[config.mk]
export PLATFORM = sky130hd
export DESIGN_NAME = sar_seq
export DESIGN_NICKNAME = d
export VERILOG_FILES = /design/src/rtl/sar_seq.sv
export SDC_FILE = /design/constraint.sdc
export NUM_CORES = 1
export LEC_CHECK = 0
export CORE_MARGIN = 2
export CORE_UTILIZATION = 40
export CTS_BUF_LIST = sky130_fd_sc_hd__clkbuf_8
export CTS_CLUSTER_SIZE = 25
export DETAILED_ROUTE_END_ITERATION = 7
export HOLD_SLACK_MARGIN = 0.06
export PLACE_DENSITY_LB_ADDON = 0.05
export SLEW_MARGIN = 20
export SYNTH_ARGS = -nofsm -noshare
export SYNTH_HDL_FRONTEND = slang
export SYNTH_SLANG_ARGS = --single-unit
[constraint.sdc]
create_clock -name CLK -period 1.9 [get_ports CLK]
set_input_delay 0.19 -clock CLK [delete_from_list [all_inputs] [get_ports CLK]]
set_output_delay 0.19 -clock CLK [all_outputs]
set_load 0.02 [all_outputs]
[src/rtl/sar_seq.sv]
// SAR conversion sequencer: sample strobe, comparator clock and per-bit capture
// strobes for an NBIT SAR ADC; MSB-first, finished code on DOUT with DVALID.
module sar_seq #(
  parameter int NBIT        = 9,
  parameter int SAMPLE_CYC  = 4,
  parameter int TIMEOUT_CYC = 7
) (
  input  logic            CLK,
  input  logic            RSTN,
  input  logic            EN,
  input  logic            CMP_P,
  input  logic            CMP_N,
  output logic            CKSB,
  output logic            CKC,
  output logic [NBIT-1:0] CF,
  output logic [NBIT-1:0] DOUT,
  output logic            DVALID,
  output logic            BUSY,
  output logic            TOUT
);
  localparam int CMAX = (SAMPLE_CYC > TIMEOUT_CYC) ? SAMPLE_CYC : TIMEOUT_CYC;
  localparam int TW   = (CMAX > 1) ? $clog2(CMAX) : 1;
  localparam int BW   = (NBIT > 1) ? $clog2(NBIT) : 1;

  typedef enum logic [2:0] {IDLE, SAMPLE, COMP, LATCH, RELEASE, DONE} state_t;

  state_t          state, state_nx;
  logic [1:0]      p_sync, n_sync;
  logic            p_s, n_s, dec, clr, to_hit;
  logic [TW-1:0]   tcnt, tcnt_nx;
  logic            tf, tf_nx;
  logic [BW-1:0]   b, b_nx;
  logic [NBIT-1:0] code, code_nx;
  logic            cksb_nx, ckc_nx, dvalid_nx, busy_nx, tout_nx;
  logic [NBIT-1:0] cf_nx, dout_nx;

  assign p_s    = p_sync[1];
  assign n_s    = n_sync[1];
  assign dec    = p_s ^ n_s;
  assign clr    = ~p_s & ~n_s;
  assign to_hit = (tcnt == TW'(TIMEOUT_CYC - 1));

  always_ff @(posedge CLK or negedge RSTN) begin
    if (!RSTN) begin
      state  <= IDLE;
      p_sync <= '0;
      n_sync <= '0;
      tcnt   <= '0;
      tf     <= 1'b0;
      b      <= '0;
      code   <= '0;
      CKSB   <= 1'b0;
      CKC    <= 1'b0;
      CF     <= '0;
      DOUT   <= '0;
      DVALID <= 1'b0;
      BUSY   <= 1'b0;
      TOUT   <= 1'b0;
    end else begin
      state  <= state_nx;
      p_sync <= {p_sync[0], CMP_P};
      n_sync <= {n_sync[0], CMP_N};
      tcnt   <= tcnt_nx;
      tf     <= tf_nx;
      b      <= b_nx;
      code   <= code_nx;
      CKSB   <= cksb_nx;
      CKC    <= ckc_nx;
      CF     <= cf_nx;
      DOUT   <= dout_nx;
      DVALID <= dvalid_nx;
      BUSY   <= busy_nx;
      TOUT   <= tout_nx;
    end
  end

  always_comb begin
    state_nx = state;
    tcnt_nx  = tcnt;
    tf_nx    = tf;
    b_nx     = b;
    code_nx  = code;
    unique case (state)
      IDLE, DONE: begin
        if (EN) begin
          state_nx = SAMPLE;
          tcnt_nx  = '0;
          tf_nx    = 1'b0;
          b_nx     = BW'(NBIT - 1);
        end else begin
          state_nx = IDLE;
        end
      end
      SAMPLE: begin
        if (tcnt == TW'(SAMPLE_CYC - 1)) begin
          state_nx = COMP;
          tcnt_nx  = '0;
        end else begin
          tcnt_nx = tcnt + 1'b1;
        end
      end
      COMP: begin
        // A timed-out decision latches whatever P_s holds (0 when the comparator never fired)
        if (dec || to_hit) begin
          state_nx   = LATCH;
          tcnt_nx    = '0;
          code_nx[b] = p_s;
          if (!dec) tf_nx = 1'b1;
        end else begin
          tcnt_nx = tcnt + 1'b1;
        end
      end
      LATCH: begin
        state_nx = RELEASE;
        tcnt_nx  = '0;
      end
      RELEASE: begin
        if (clr || to_hit) begin
          tcnt_nx = '0;
          if (!clr) tf_nx = 1'b1;
          if (b == '0) begin
            state_nx = DONE;
          end else begin
            b_nx     = b - 1'b1;
            state_nx = COMP;
          end
        end else begin
          tcnt_nx = tcnt + 1'b1;
        end
      end
      default: state_nx = IDLE;
    endcase
  end

  // Outputs are decoded from the next state so each one is a plain flop
  always_comb begin
    cksb_nx   = (state_nx == COMP) || (state_nx == LATCH) || (state_nx == RELEASE);
    ckc_nx    = (state_nx == COMP) || (state_nx == LATCH);
    cf_nx     = CF;
    if (!cksb_nx)
      cf_nx = '0;
    else if (state == COMP && state_nx == LATCH)
      cf_nx[b] = 1'b1;
    dvalid_nx = (state_nx == DONE);
    dout_nx   = dvalid_nx ? code_nx : DOUT;
    tout_nx   = dvalid_nx ? tf_nx : TOUT;
    busy_nx   = (state_nx != IDLE);
  end

endmodule

# Word level (Yosys, flattened, before mapping)
# Index checks and enable logic that the tools add are counted.
dict set report word_totals {
  regBits 47
  output_inout_bits 23
  wordCells 80
}
dict set report classes {
  n_addsub 2
  n_lt_le_gt_ge 2
  eq_ne 15
  n_mux 28
  bitwise_logic 5
  n_reduce_logical 14
}
# operator n
set op_table {}
lappend op_table {{two-way mux 9 bit} 4}
lappend op_table {{one-hot mux 3 bit (5 select lines)} 2}
lappend op_table {{two-way mux 3 bit} 8}
lappend op_table {{equality test 3 x 2 -> 1 bit (second input constant)} 5}
lappend op_table {{equality test 3 bit (second input constant)} 5}
lappend op_table {{two-way mux 4 bit} 3}
lappend op_table {{bitwise mux 9 bit} 1}
lappend op_table {{OR 9 bit} 1}
lappend op_table {{one-hot mux 4 bit (2 select lines)} 1}
lappend op_table {{two-way mux 1 bit} 7}
lappend op_table {{inequality test 2 bit (second input constant)} 3}
lappend op_table {{less-than comparator 4 x 5 -> 1 bit (second input constant)} 1}
lappend op_table {{nonzero test 5 bit} 1}
lappend op_table {{demux 1 bit (select 4 bit)} 1}
lappend op_table {{greater-or-equal comparator 4 x 1 -> 1 bit (second input constant)} 1}
lappend op_table {{zero test 4 bit} 1}
lappend op_table {{logical OR 1 bit} 4}
lappend op_table {{AND reduction 4 bit} 1}
lappend op_table {{subtractor 4 x 1 -> 4 bit (second input constant)} 1}
lappend op_table {{adder 3 x 1 -> 3 bit (second input constant)} 1}
lappend op_table {{equality test 3 x 1 -> 1 bit (second input constant)} 1}
lappend op_table {{zero test 3 bit} 1}
lappend op_table {{one-hot mux 1 bit (3 select lines)} 1}
lappend op_table {{nonzero test 3 bit} 1}
lappend op_table {{8 further kinds} 10}

# Depth between registers and ports, before layout
dict set report depth {
  depth_word 9
  mapped_depth 8
}

# Least setup slack after synthesis
# No wires, ideal clock.
dict set report synth_timing {
  path_type {register to register}
  from {register b[0]}
  to {register DOUT[0]}
  t_arrival_ns 2.018
  required_time_ns 1.775
  path_slack_ns -0.243
  stages_incl_launch_ff 7
  n_path_buf 0
  synth_period_minus_slack_ns 2.143
  path_cell_list {dfrtp_1 inv_1 ha_1 or3b_1 nor3_1 mux2_2 mux2_2}
}
dict set report synth_via {
  elab_chain_cells 7
  elab_cells_between_ends 13
}
# element line_no
set synth_rtl {}
lappend synth_rtl {{start, declared} 32} ;# logic [BW-1:0] b, b_nx;
lappend synth_rtl {{start signal, assigned} 65} ;# b <= b_nx;
lappend synth_rtl {{less-than comparator 4 x 5 -> 1 bit (not written as such) / greater-or-equal comparator 4 x 1 -> 1 bit (equally long branches)} 107} ;# code_nx[b] = p_s;
lappend synth_rtl {{logical AND 1 bit (not written as such)} 107}
lappend synth_rtl {{two-way mux 1 bit (not written as such)} 107}
lappend synth_rtl {{demux 1 bit (select 4 bit) (*)} 107}
lappend synth_rtl {{bitwise mux 9 bit (*)} 107}
lappend synth_rtl {{two-way mux 9 bit (*)} 104} ;# if (dec || to_hit) begin
lappend synth_rtl {{two-way mux 9 bit (*)} 83} ;# unique case (state)
lappend synth_rtl {{via code_nx[0]} 33} ;# logic [NBIT-1:0] code, code_nx;
lappend synth_rtl {{end signal, assigned} 70} ;# DOUT <= dout_nx;
lappend synth_rtl {{end, declared} 16} ;# output logic [NBIT-1:0] DOUT,
# The timed path passes the listed nets; every way through them passes the cells marked *.
# A chain may end at the register's enable or synchronous reset.

# Final worst setup path
# Same ends and word-level chain as after synthesis.

==> metrics.cfg <==
[synth]
async_reset_ff_frac=1.00
yosysSeqAreaShare=0.535
netlist.area_leader.share=0.535
syn_area_per_cell_um2=11.8
ys_warn_count=0
ys.flop_type=dfrtp_1
syn_inst=186
synth_seq_cells=47
synth_top_area_cell=dfrtp_1
synth_edf_count=0
syn_nets=200
synthTopCellsByCount=47 x dfrtp_1, 14 x a21oi_1, 13 x nor3_1, 12 x mux2_2, 10 x inv_1
synth.area.top_cells=dfrtp_1 53%, mux2_2 6.1%, ha_1 5.1%
synth_cell_type_count=43
synth_most_common_cell=dfrtp_1
syn_area_um2=2200

[critical_path]
crit_start=b[0]
crit_type=reg2reg
cp_common_cell=mux2_4
crit_arrival_ps=2100
slowest_delay_ps=400
reg2reg_from=b[0]
required_ps=2090
path_cells=inv_2 -> ha_4 -> or3b_4 -> nor3_4 -> mux2_4 -> mux2_4
cpMaxStageDelayCell=dfrtp_1
critPathCaptureType=register
critPathLaunchType=register
critPathMaxFanout=2

[final_layout]
fin_util=0.602
nFillCells=435
final_cells=325
synthToLayoutAreaGrowth_pct=42.4
antenna_cells=0
nets=268
drive_gt1_frac=0.384

[die]
core.rowCount=26
die_w_um=78.2
ios=28
die-area_um2=6110
start_util=0.423
core_um2=5200
fp.dieH_um=78.2

[clock_network]
clockBufferDepth=2
cts_tree=done
path_clk_slew_ps=100
cts_buffers=5
clk_latency_ps=300
cts_root_buffer=clkbuf_8
cts.sink_count=47
h-tree-depth=2

[pwr]
switching_share=0.376
sequentialPowerShare=0.307
vdd_drop_max_mv=0.667
total_leakage_power_nw=1.40
comb_power_share=0.532
powerDensity_nw_per_um2=1270
p_switching_mw=1.50
internal-power_mw=2.49
clkPwrFrac=0.161

[drt]
num_vias=1682
ant_nets=0
wl_mm=5.27
drc=0
dr.pass1.iters=4
route.detailed.wl_per_inst_um=16.2
drt-initial-drc-count=121
vias_per_cell=5.18

[grt]
grt_max_degree=48
grt_antenna_before_repair=0
grt_pass1_wl_mm=8.36
overflow=0
grt_pass1_vias=1647
grt_usage=0.177

[timing]
fin_crit_sh=1.01
finalCriticalPeriod_ps=1910
slew_headroom=0.608
setup_ws_ps=-9.81
slew_viol_final=0
skew_ps=7.63
hold_viol_final=0
setup_viol=1
max_slew.worst_pin.slew_ps=587
rsz0062_at_grt=true
fmax_ghz=0.524

[place]
dp_slack_ps=-85.6
placedCellCount=302
routabilityCongestion=0.834
io_buffers=27
post-dp-hpwl_mm=3.44

[status]
outcome=finished, violations left
violations=setup timing

[min_path]
worstHoldPathType=in2reg
hold_path_startpoint=CMP_P

[job]
drv_cap=0

==> layout by cell type, fill, tap and decap left out, types with 4 or more instances in the layout <==
cell             netlist  layout
a21oi_1               14      10
a31o_2                 7       7
buf_4                  1      34
clkbuf_8               0       5
clkdlybuf4s50_1        0      26
dfrtp_1               47      46
ha_1                   9       4
ha_4                   0       4
inv_1                 10       8
mux2_2                12       9
nor2_1                 9       9
nor3_1                13      11
o2bb2ai_1              4       4
==> stage by stage <==
stage	power (mW)	cell area, um2	setup TNS (ps)	hold slack [ps]
after CTS	3.56	2890	0	298
after detailed placement	2.89	2760	-85.6	319
after floorplan	2.21	2230	-88.2	-106
after global routing	4.26	3130	-513	284
after global placement	2.84	2760	-0.0786	312
final	3.99	3130	-9.81	310
==> power groups by stage <==
stage / clock network [mW] / registers (mW) / logic, mW
after global placement: 0 / 1.25 / 1.59
after global routing: 0.720 / 1.24 / 2.30
after floorplan: 0 / 1.29 / 0.913
after CTS: 0.664 / 1.23 / 1.66
after detailed placement: 0 / 1.25 / 1.64
final: 0.642 / 1.23 / 2.12
==> cell type report <==
cell class	instances	area (um2)	area share
multi-input cells	121	1100	0.351
clock buffers	5	68.8	0.0220
clock inverters	3	27.5	0.00879
repair buffers	69	634	0.202
inverters	10	37.5	0.0120
flip-flops and latches	47	1180	0.376
well taps	70	87.6	0.0280
==> layer usage <==
| metal | track usage | vias up | wire length [um] |
|---|---|---|---|
| met5 | 0 | - | 0 |
| met2 | 0.263 | 31 | 2490 |
| met3 | 0.0425 | 5 | 179 |
| met1 | 0.257 | 841 | 2560 |
| met4 | 0.0526 | 0 | 45 |
| li1 | - | 805 | - |
==> worst paths after layout <==
path	to	slack [ps]	cells after the start
hold reg to reg	n_sync[1]	360	0
min in group asynchronous	CKC	500	3
max in group asynchronous	tcnt[2]	980	3
hold / removal	p_sync[0]	310	1
setup reg to reg	DOUT[0]	-10	6
setup / recovery	DOUT[0]	-10	6
==> kinds of logic after synthesis <==
kind of cell             Yosys count  synth area share
AND/OR/NAND/NOR                   53             0.155
flip-flops                        47             0.535
XOR/XNOR                           1           0.00398
multiplexers                      14            0.0705
adder cells (fa/ha/maj)            9            0.0512
buffers and inverters             18            0.0370
AO/OA/AOI/OAI                     44             0.147
==> critical path, delay by kind of cell (launching register included) <==
kind | cells | cell delay, ps
fa+ha+maj | 1 | 130
simple gates | 2 | 610
flops | 1 | 400
mux | 2 | 590
buf+inv | 1 | 80
==> sequential cells by signal, summed over array words and instances (netlist names), 2 cells and up <==
name,cells
n_sync,2
p_sync,2
code,9
tcnt,3
CF,9
DOUT,9
b,4
state,3
==> repair_timing <==
action	CTS	global route
hold endpoints to repair	47	0
buffers inserted	1	11
hold buffers	1	0
cloned	0	2
gates resized for setup	2	30
setup endpoints to repair	1	29
pin swaps	1	5
(Power assumes the default switching activity.)
